==> config.mk <==
export PLATFORM = sky130hd
export DESIGN_NAME = ps2_host_tx
export DESIGN_NICKNAME = d
export VERILOG_FILES = /design/src/rtl/ps2_host_tx.sv
export SDC_FILE = /design/constraint.sdc
export NUM_CORES = 1
export LEC_CHECK = 0
export ABC_AREA = 1
export BUFFER_PORTS_ARGS = -buffer_cell sky130_fd_sc_hd__buf_2
export CAP_MARGIN = 30
export CORE_UTILIZATION = 53
export CTS_CLUSTER_DIAMETER = 60
export DETAILED_ROUTE_END_ITERATION = 10
export MAX_ROUTING_LAYER = met4
export PLACE_DENSITY = 0.77
export SLEW_MARGIN = 20
export SYNTH_ARGS = -nofsm -noshare
export SYNTH_HDL_FRONTEND = slang
export SYNTH_SLANG_ARGS = --single-unit
==> constraint.sdc <==
create_clock -name clk -period 2.51 [get_ports clk]
set_input_delay 0.1255 -clock clk [delete_from_list [all_inputs] [get_ports clk]]
set_output_delay 0.1255 -clock clk [all_outputs]
set_load 0.05 [all_outputs]
==> src/rtl/ps2_host_tx.sv <==
// PS/2 host-to-device transmitter: request-to-send inhibit, start bit, shift-out of
// data/parity/stop on device clock falls, acknowledge check, and protocol timeouts.
module ps2_host_tx #(
    parameter int INHIBIT_CYCLES = 5000,
    parameter int REQ_TIMEOUT    = 750000,
    parameter int BIT_TIMEOUT    = 100000
) (
    input  logic       clk,
    input  logic       reset,
    input  logic [7:0] tx_data,
    input  logic       tx_start,
    input  logic       kb_clk,
    input  logic       kb_data,
    output logic       kb_clk_oe,
    output logic       kb_data_oe,
    output logic       tx_busy,
    output logic       tx_done,
    output logic       tx_error
);

    localparam int MAX_A     = (INHIBIT_CYCLES > REQ_TIMEOUT) ? INHIBIT_CYCLES : REQ_TIMEOUT;
    localparam int MAX_COUNT = (MAX_A > BIT_TIMEOUT) ? MAX_A : BIT_TIMEOUT;
    localparam int CNT_W     = $clog2(MAX_COUNT + 1);

    localparam logic [CNT_W-1:0] INHIBIT_LAST = CNT_W'(INHIBIT_CYCLES - 1);
    localparam logic [CNT_W-1:0] REQ_LAST     = CNT_W'(REQ_TIMEOUT - 1);
    localparam logic [CNT_W-1:0] BIT_LAST     = CNT_W'(BIT_TIMEOUT - 1);
    localparam logic [CNT_W-1:0] CNT_ONE      = CNT_W'(1);
    localparam logic [3:0]       ACK_EDGE_IDX = 4'd10;

    typedef enum logic [2:0] {
        S_IDLE,
        S_INHIBIT,
        S_START,
        S_BITS,
        S_WAIT_IDLE,
        S_DONE,
        S_ERR
    } state_t;

    state_t           state_q, state_d;
    logic [CNT_W-1:0] cnt_q, cnt_d;
    logic [3:0]       idx_q, idx_d;
    logic [9:0]       shift_q, shift_d;

    logic clk_meta_q, clk_meta_d;
    logic clk_sync_q, clk_sync_d;
    logic clk_prev_q, clk_prev_d;
    logic data_meta_q, data_meta_d;
    logic data_sync_q, data_sync_d;

    logic clk_oe_q, clk_oe_d;
    logic data_oe_q, data_oe_d;
    logic busy_q, busy_d;
    logic done_q, done_d;
    logic error_q, error_d;

    logic             fall;
    logic [CNT_W-1:0] bit_limit;

    always_comb begin
        clk_meta_d  = kb_clk;
        clk_sync_d  = clk_meta_q;
        clk_prev_d  = clk_sync_q;
        data_meta_d = kb_data;
        data_sync_d = data_meta_q;
    end

    assign fall = clk_prev_q & ~clk_sync_q;

    // Until the device has clocked once it gets the long request window.
    assign bit_limit = (idx_q == 4'd0) ? REQ_LAST : BIT_LAST;

    always_comb begin
        state_d   = state_q;
        cnt_d     = cnt_q;
        idx_d     = idx_q;
        shift_d   = shift_q;
        data_oe_d = data_oe_q;

        unique case (state_q)
            S_IDLE: begin
                if (tx_start) begin
                    shift_d = {1'b1, ~^tx_data, tx_data};
                    cnt_d   = '0;
                    state_d = S_INHIBIT;
                end
            end

            S_INHIBIT: begin
                if (cnt_q == INHIBIT_LAST) begin
                    cnt_d   = '0;
                    state_d = S_START;
                end else begin
                    cnt_d = cnt_q + CNT_ONE;
                end
            end

            S_START: begin
                cnt_d   = '0;
                idx_d   = '0;
                state_d = S_BITS;
            end

            S_BITS: begin
                if (fall) begin
                    cnt_d = '0;
                    if (idx_q == ACK_EDGE_IDX) begin
                        state_d = data_sync_q ? S_ERR : S_WAIT_IDLE;
                    end else begin
                        // Frame bit 9 is the stop bit (1), so edge 10 releases the line.
                        data_oe_d = ~shift_q[0];
                        shift_d   = {1'b0, shift_q[9:1]};
                        idx_d     = idx_q + 4'd1;
                    end
                end else if (cnt_q == bit_limit) begin
                    state_d = S_ERR;
                end else begin
                    cnt_d = cnt_q + CNT_ONE;
                end
            end

            S_WAIT_IDLE: begin
                if (clk_sync_q && data_sync_q) begin
                    state_d = S_DONE;
                end else if (cnt_q == BIT_LAST) begin
                    state_d = S_ERR;
                end else begin
                    cnt_d = cnt_q + CNT_ONE;
                end
            end

            S_DONE:  state_d = S_IDLE;
            S_ERR:   state_d = S_IDLE;
            default: state_d = S_IDLE;
        endcase

        // Outputs are registered from the next state so the pad enables never glitch.
        if (state_d == S_START) begin
            data_oe_d = 1'b1;
        end else if (state_d != S_BITS) begin
            data_oe_d = 1'b0;
        end

        clk_oe_d = (state_d == S_INHIBIT) || (state_d == S_START);
        busy_d   = (state_d == S_INHIBIT) || (state_d == S_START) ||
                   (state_d == S_BITS)    || (state_d == S_WAIT_IDLE);
        done_d   = (state_d == S_DONE);
        error_d  = (state_d == S_ERR);
    end

    always_ff @(posedge clk or posedge reset) begin
        if (reset) begin
            state_q     <= S_IDLE;
            cnt_q       <= '0;
            idx_q       <= '0;
            shift_q     <= '0;
            clk_meta_q  <= 1'b1;
            clk_sync_q  <= 1'b1;
            clk_prev_q  <= 1'b1;
            data_meta_q <= 1'b1;
            data_sync_q <= 1'b1;
            clk_oe_q    <= 1'b0;
            data_oe_q   <= 1'b0;
            busy_q      <= 1'b0;
            done_q      <= 1'b0;
            error_q     <= 1'b0;
        end else begin
            state_q     <= state_d;
            cnt_q       <= cnt_d;
            idx_q       <= idx_d;
            shift_q     <= shift_d;
            clk_meta_q  <= clk_meta_d;
            clk_sync_q  <= clk_sync_d;
            clk_prev_q  <= clk_prev_d;
            data_meta_q <= data_meta_d;
            data_sync_q <= data_sync_d;
            clk_oe_q    <= clk_oe_d;
            data_oe_q   <= data_oe_d;
            busy_q      <= busy_d;
            done_q      <= done_d;
            error_q     <= error_d;
        end
    end

    assign kb_clk_oe  = clk_oe_q;
    assign kb_data_oe = data_oe_q;
    assign tx_busy    = busy_q;
    assign tx_done    = done_q;
    assign tx_error   = error_q;

endmodule

# Yosys cells after proc, flatten, opt, wreduce, memory -nomap -nowiden
# Index checks and enable logic that the tools add are counted.
# word_totals
ff_bits	47
out_inout_bits	5
# classes
reduce_logical	16
add_sub_neg	2
n_eq_ne	22
mux	29
bitwise_logic	3
# ops
operator	n
2-to-1 mux 20 bit	7
one-hot mux 20 bit (5 select lines)	1
2-to-1 mux 10 bit	3
2-to-1 mux 3 bit	7
adder 20 x 1 -> 20 bit, second input constant	1
== test 20 x 13 -> 1 bit, second input constant	1
== test 20 x 17 -> 1 bit, second input constant	1
== test 20 bit	1
one-hot mux 10 bit (2 select lines)	1
one-hot mux 3 bit (5 select lines)	1
== test 3 x 2 -> 1 bit, second input constant	4
== test 3 bit, second input constant	4
inequality test 2 bit, second input constant	5
2-to-1 mux 4 bit	2
one-hot mux 4 bit (2 select lines)	1
XNOR reduction 8 bit	1
== test 3 x 1 -> 1 bit, second input constant	2
AND reduction 3 bit	2
nonzero test 3 bit	2
2-to-1 mux 1 bit	5
AND reduction 5 bit	1
nonzero test 5 bit	1
adder 4 x 1 -> 4 bit, second input constant	1
== test 4 bit, second input constant	1
other kinds (12)	16

# Depth between registers and ports, before layout
# Gate-level depths: netlist of run 1.
# depth
ltp_word	10
mapped_depth	14

# Worst setup path after synthesis of run 1
# Ideal clock, no wire load.
# synth_path
kind	register -> register
start	register cnt_q[0]
end	register cnt_q[12]
setup_ps	116
arrival_ps	1640
setup_slack_ps	753
stages_incl_launch_ff	15
path_cell_list	dfrtp_1 ha_1 nand2_2 inv_2 nand2_2 nor2_1 nand3_1 nor2_1 nor3_2 nand2_2 inv_2 buf_6 buf_6 nand2_1 nand2_1
# synth_via
elab_chain_len	4
word_cells_on_any_way	13
classes_between	add/sub (1); eq/ne (5); mux (6); reduce/logical (1)
# synth_lines
element	line_no	source
start, declared	42	logic [CNT_W-1:0] cnt_q, cnt_d;
start signal, assigned	170	cnt_q <= cnt_d;
adder 20 x 1 -> 20 bit	95, 119, 129	
2-to-1 mux 20 bit, on equally long branches	126, 116	
2-to-1 mux 20 bit, on equally long branches	124, 106	
one-hot mux 20 bit (5 select lines)	81	unique case (state_q)
# Several ways; a longest one is shown, not always the timed one. The select of a mux whose other input is x is not followed.
# A chain may end at the register's enable or synchronous reset.

# Worst setup path after layout of run 1
# layout_path
start	register cnt_q[0]
end	register cnt_q[0]
# Same word-level chain as after synthesis.

==> results.ini, run 1 <==
[run_status]
status = completed

[synth]
synth-compound-area-share = 0.0953
synthXorXnorAreaFrac = 0.0375
async_flop_share = 1.00
synth-adder-area-share = 0.0153
syn_area_sq_um = 3270
syn_inst = 485
ys_ff_latch = 47
synth_edf_count = 0
synthMuxAreaShare = 0
yosysWarnings = 0
avgSynthCellArea_sq_um = 6.74
ys_seq_area_frac = 0.362
synth_nets = 502
synthFlopType = dfrtp_1
ys_types = 33
synth_top_family_by_area = simple AND/OR/NAND/NOR gates
yosys.area_share.simple = 0.387

[timing]
fmax_ghz = 0.480
maxSlewViolCount = 0
period_minus_slack_ps = 2080
finalSetupViolations = 0
clock_skew_ps = 11.9
finalHoldViolCount = 0
worst_pin_slew_ps = 548
period_share = 0.829
tns_ps = 0
rsz0062_at_grt = no
slew_headroom = 0.635

[setup_path]
cp_max_fo = 29
worstPathArrival_ps = 2310
critical_path.endpoint = cnt_q[0]
r2r_start = cnt_q[0]
endpoint_kind = flip-flop
crit_start = cnt_q[0]
reg2reg_depth = 12
cp-start-kind = flip-flop
rrSetupSlack_ps = 430
critical_path_class = flip-flop to flip-flop
cp.required_ps = 2740
r2r-end = cnt_q[0]

[final_layout]
final_cells = 579
stdcell_area_sq_um = 3560
final_nets = 520
multi_input_area_sq_um = 1750
final_cell_mix = 129 x nand2_1, 67 x nand3_1, 56 x inv_1
layout_commonest_cell = nand2_1
nFillCells = 567
seq_area_sq_um = 1180
drive_gt1_frac = 0.135
n_antenna_cell = 0
area_growth_pct = 8.95

[placed_design]
dp_hpwl_um = 5900
placed_cells = 568
io_buffers = 17
gp_congestion = 0.967
placed_area_sq_um = 3420

[cts]
ctsLongestPathBuffers = 2
cts-buffers-inserted = 5
clk_pin_slew_ps = 100
cts_tree = built
root_buffer = clkbuf_8
cts_setup_buffers = 0
cts-resized-gates = 0
clock-sinks = 47
clk_latency_ps = 310
cts_max_level = 2

[routing]
firstDrtPassIters = 5
wire_per_inst_um = 13.8
antenna_left = 0
drc = 0
dr_total_vias = 3203
via_per_inst = 5.53
drt_iter0_markers = 284
routed_wl_um = 7980

[floorplanning]
initial_core_util = 0.552
std_cell_rows = 28
dieHeight_um = 80.6
dieArea_sq_um = 6490
io_pins = 18
core_area_sq_um = 5920
die_x_um = 80.6

[power]
p_leak_nw = 1.80
peakVddDrop_uv = 213
power_density_nw_per_um2 = 399

[flow_run]
drv_cap = 0

[global_routing]
grt_pass1_wl_um = 13500
grtUsageTotal = 0.279
grt_max_degree = 32
grt_pass1_vias = 2884
grt_overflow_total = 0
antenna_found_initial = 0

[hold_path]
hp-class = input pin to flip-flop

## layer usage
layer / part of all wire / up-vias / global-route usage
li1: - / 1598 / -
met1: 0.46 / 1499 / 0.362
met2: 0.48 / 96 / 0.462
met3: 0.046 / 10 / 0.0295
met4: 0.012 / 0 / 0.0821
met5: 0 / - / -
## final cells by class
class                      instances  share of cell area
timing repair buffer              27              0.0471
clock inverter                     3              0.0133
sequential                        47               0.332
tap                               75              0.0263
clock buffer                       5              0.0193
multi-input combinational        355               0.492
inverter                          67              0.0706
## through the flow
| stage | total power [mW] | hold slack, ps | utilization | worst slack [ps] |
|---|---|---|---|---|
| detailed placement | 0.843 | 166 | 0.577 | 448 |
| finish | 1.42 | 102 | 0.602 | 429 |
| global placement | 0.842 | 155 | 0.577 | 529 |
| CTS | 1.44 | 99.6 | 0.602 | 429 |
| global route | 1.47 | 123 | 0.602 | 152 |
| floorplan | 0.818 | 130 | - | 753 |
## critical path: stages (launching register included)
cell	delay, ps
dfrtp_1	440
ha_1	290
nand2_2	150
inv_2	60
nand2_2	70
nor2_1	40
nand3_1	90
nor2_1	50
nor3_2	120
nand2_2	70
inv_2	370
nand3_1	110
o21ai_0	100
## registers in the layout, summed over array words and instances (netlist names)
signal / cells
data_meta_q: 1
kb_data_oe: 1
tx_error: 1
shift_q: 10
cnt_q: 20
kb_clk_oe: 1
clk_prev_q: 1
idx_q: 4
clk_meta_q: 1
clk_prev_d: 1
state_q: 3
tx_busy: 1
tx_done: 1
data_sync_q: 1
## report_power, final
group | internal (mW) | switching, mW
registers | 0.764 | 0.00181
logic | 0.0268 | 0.0374
clock network | 0.303 | 0.290
## what timing repair did
item	CTS	global route
hold buffers	3	0
endpoints found under the setup margin	0	0
endpoints found under the hold margin	19	0
## how the worst min path moves through the flow
stage,from,endpoint,slack [ps],depth (start not counted)
finish,tx_data[1],shift_q[1],100,3
global route,tx_data[2],shift_q[2],120,3
CTS,tx_data[1],shift_q[1],100,3
detailed placement,reset,shift_q[4],170,2
global placement,reset,shift_q[3],160,2
floorplan,kb_clk,clk_meta_q,130,0
## cell usage after synthesis (2+ instances only)
| cell | number | area share |
|---|---|---|
| nand2_1 | 129 | 0.15 |
| nand3_1 | 67 | 0.10 |
| inv_1 | 57 | 0.065 |
| nor2_1 | 50 | 0.057 |
| dfrtp_1 | 42 | 0.32 |
| o21ai_0 | 27 | 0.041 |
| nand4_1 | 14 | 0.027 |
| o211ai_1 | 11 | 0.025 |
| inv_2 | 10 | 0.011 |
| buf_2 | 9 | 0.014 |
| xor2_1 | 8 | 0.021 |
| a21oi_1 | 6 | 0.0092 |
| xnor2_1 | 6 | 0.016 |
| dfstp_2 | 5 | 0.040 |
| nand2_2 | 5 | 0.0096 |
| nor3_1 | 5 | 0.0076 |
| o21ai_2 | 5 | 0.013 |
| ha_1 | 4 | 0.015 |
| nor2_2 | 4 | 0.0076 |
| and3_1 | 3 | 0.0057 |
| nand3_2 | 3 | 0.0092 |
| buf_1 | 2 | 0.0023 |
| buf_6 | 2 | 0.0069 |
| clkbuf_1 | 2 | 0.0023 |
## kinds of logic after synthesis
logic type      count (synthesis)
xor+xnor                       14
compound gates                 52
flops                          47
fa+ha+maj                       4
buf+inv                        83
simple gates                  285
(Power assumes the default switching activity.)
==> inputs of run 2 (changes only) <==
==> constraint.sdc (replaced) <==
create_clock -name clk -period 2.1 [get_ports clk]
set_input_delay 0.105 -clock clk [delete_from_list [all_inputs] [get_ports clk]]
set_output_delay 0.105 -clock clk [all_outputs]
set_load 0.05 [all_outputs]
==> run 2 against run 1 <==
  * Utilization increased by 0.82 points
  * Sequential share of layout area decreased by 0.45 points
  * Worst setup slack got worse by 220 ps
  * Die area unchanged
  * Final cell count increased by 1.2%
  * Clock-buffer cell count increased by 1
  * Via count increased by 1.2%
  * Critical path type unchanged
  * Largest cell class unchanged
==> results.ini, run 2 (synthesis gave the netlist of run 1 again) <==
[power]
p_leak_nw = 1.82  ; +1.4%
power_density_nw_per_um2 = 465  ; +16%
peakVddDrop_uv = 348  ; +63%
totalPowerFinal_mw = 1.68  ; +18%

[floorplanning]
core_area_sq_um = 5920  ; unchanged
dieHeight_um = 80.6  ; unchanged
initial_core_util = 0.552  ; unchanged
std_cell_rows = 28  ; unchanged
dieArea_sq_um = 6490  ; unchanged
die_x_um = 80.6  ; unchanged
io_pins = 18  ; unchanged

[final_layout]
top_register = cnt_q
final_nets = 527  ; +1.3%
final_core_util = 0.610  ; +0.00824
drive_gt1_frac = 0.147  ; +0.0119
final_cell_mix = 129 x nand2_1, 67 x nand3_1, 56 x inv_1
area_growth_pct = 10.4
layout_commonest_cell = nand2_1
top_regs = cnt_q (20), shift_q (10), idx_q (4)
largest_reg_flops = 20  ; unchanged
n_antenna_cell = 0  ; unchanged

[setup_path]
cpMostUsedCell = nand2_2
cp_max_fo = 13  ; -55%
critical_path_class = flip-flop to flip-flop
worstPathArrival_ps = 2080  ; -230 ps
cp_slowest_cell = dfrtp_1
cp-start-kind = flip-flop
crit_start = cnt_q[1]
critical_path.endpoint = cnt_q[15]
cpPeakStageDelay_ps = 400  ; -40 ps
cp.required_ps = 2280  ; -460 ps
r2r_start = cnt_q[1]
endpoint_kind = flip-flop
rrSetupSlack_ps = 210  ; -220 ps
worstPathCellList = ha_2, nand2_2, inv_2, nand2_2, nor2_1, nand3_1, nor2_1, nor3_2, nand2_2, inv_2, buf_4, nand2_1, o21ai_0
reg2reg_depth = 13  ; +1
r2r-end = cnt_q[15]

[cts]
cts_max_level = 2  ; unchanged
clk_pin_slew_ps = 100  ; about the same
cts-buffers-inserted = 5  ; unchanged
clk_latency_ps = 300  ; about the same
ctsLongestPathBuffers = 2  ; unchanged
cts_tree = built
clock-sinks = 47  ; unchanged
cts_setup_buffers = 0  ; unchanged
root_buffer = clkbuf_8

[timing]
worst_pin_slew_ps = 516  ; -31.2 ps
period_minus_slack_ps = 1890  ; -188 ps
fmax_ghz = 0.528  ; +9.9%
holdWs_ps = 83.9  ; -17.6 ps
period_share = 0.902  ; +0.0726
maxSlewViolCount = 0  ; unchanged
rsz0062_at_grt = no
slew_headroom = 0.655  ; +0.0207
finalSetupViolations = 0  ; unchanged
tns_ps = 0  ; unchanged
finalHoldViolCount = 0  ; unchanged
clock_skew_ps = 12.1  ; +0.182 ps

[global_routing]
grt_max_degree = 24  ; -25%
grt_pass1_wl_um = 14000  ; +4.0%
grtUsageTotal = 0.292  ; +0.0128
grt_pass1_vias = 2983  ; +3.4%
grt_overflow_total = 0  ; unchanged
antenna_found_initial = 0  ; unchanged

[routing]
via_per_inst = 5.53  ; about the same
dr_total_vias = 3240  ; +1.2%
drt_iter0_markers = 212  ; -25%
wire_per_inst_um = 14.5  ; +5.1%
antenna_left = 0  ; unchanged
firstDrtPassIters = 5  ; unchanged
drc = 0  ; unchanged
routed_wl_um = 8490  ; +6.3%

[flow_run]
drv_cap = 0  ; unchanged

[placed_design]
dp_hpwl_um = 6420  ; +8.8%
io_buffers = 17  ; unchanged
gp_congestion = 0.978  ; +1.1%

[run_status]
status = completed

[hold_path]
hp-class = input pin to flip-flop

-- run 2: cell types whose count changed in the layout (fill, tap and decap cells not counted), sizes merged --
cell	change
clkinv	-1
clkbuf	+1
clkinvlp	+1
inv	-1
buf	+7
-- run 2: final cells by class --
class                           instances  area (sq um)
Clock buffer                            6          72.6
Clock inverter                          2          37.5
Fill cell                             543          2310
Inverter                               67           251
Multi-Input combinational cell        355          1750
Sequential cell                        47          1180
Tap cell                               75          93.8
Timing Repair Buffer                   34           220
-- run 2: metal layers --
layer / GRT usage / up-vias / part of all wire
li1: - / 1611 / -
met1: 0.381 / 1503 / 0.46
met2: 0.473 / 105 / 0.47
met3: 0.0375 / 21 / 0.048
met4: 0.0893 / 0 / 0.019
met5: - / - / 0
-- run 2: critical path: cells and delay by family (launching register included) --
family	cells	cell delay, ps
compound gates	1	90
simple gates	8	730
flops	1	400
fa+ha+maj	1	240
buf+inv	3	300
-- run 2: metrics by stage --
step | std cells | setup WS, ps | instance area (sq um)
3_3_place_gp | 575 | 276 | 3470
3_5_place_dp | 575 | 193 | 3470
2_1_floorplan | 485 | 343 | 3270
4_1_cts | 586 | 160 | 3610
6_report | 586 | 206 | 3610
5_1_grt | 586 | 11.5 | 3610
-- run 2: what timing repair did --
item                       in CTS  in global routing
hold buffers                    3                  0
setup endpoints to repair       0                  5
hold endpoints to repair       23                  0
resized for setup               0                  1
-- run 2: worst min path at each step --
stage | from | end | cells after the start
floorplan | kb_clk | clk_meta_q | 0
global placement | reset | shift_q[3] | 2
detailed placement | reset | cnt_q[1] | 2
CTS | tx_data[7] | shift_q[7] | 3
global route | tx_data[1] | shift_q[1] | 3
finish | tx_data[6] | shift_q[6] | 3
-- run 2: report_power, final --
part           switching (mW)  internal (mW)
logic                  0.0469         0.0333
registers             0.00214          0.913
clock network           0.328          0.356
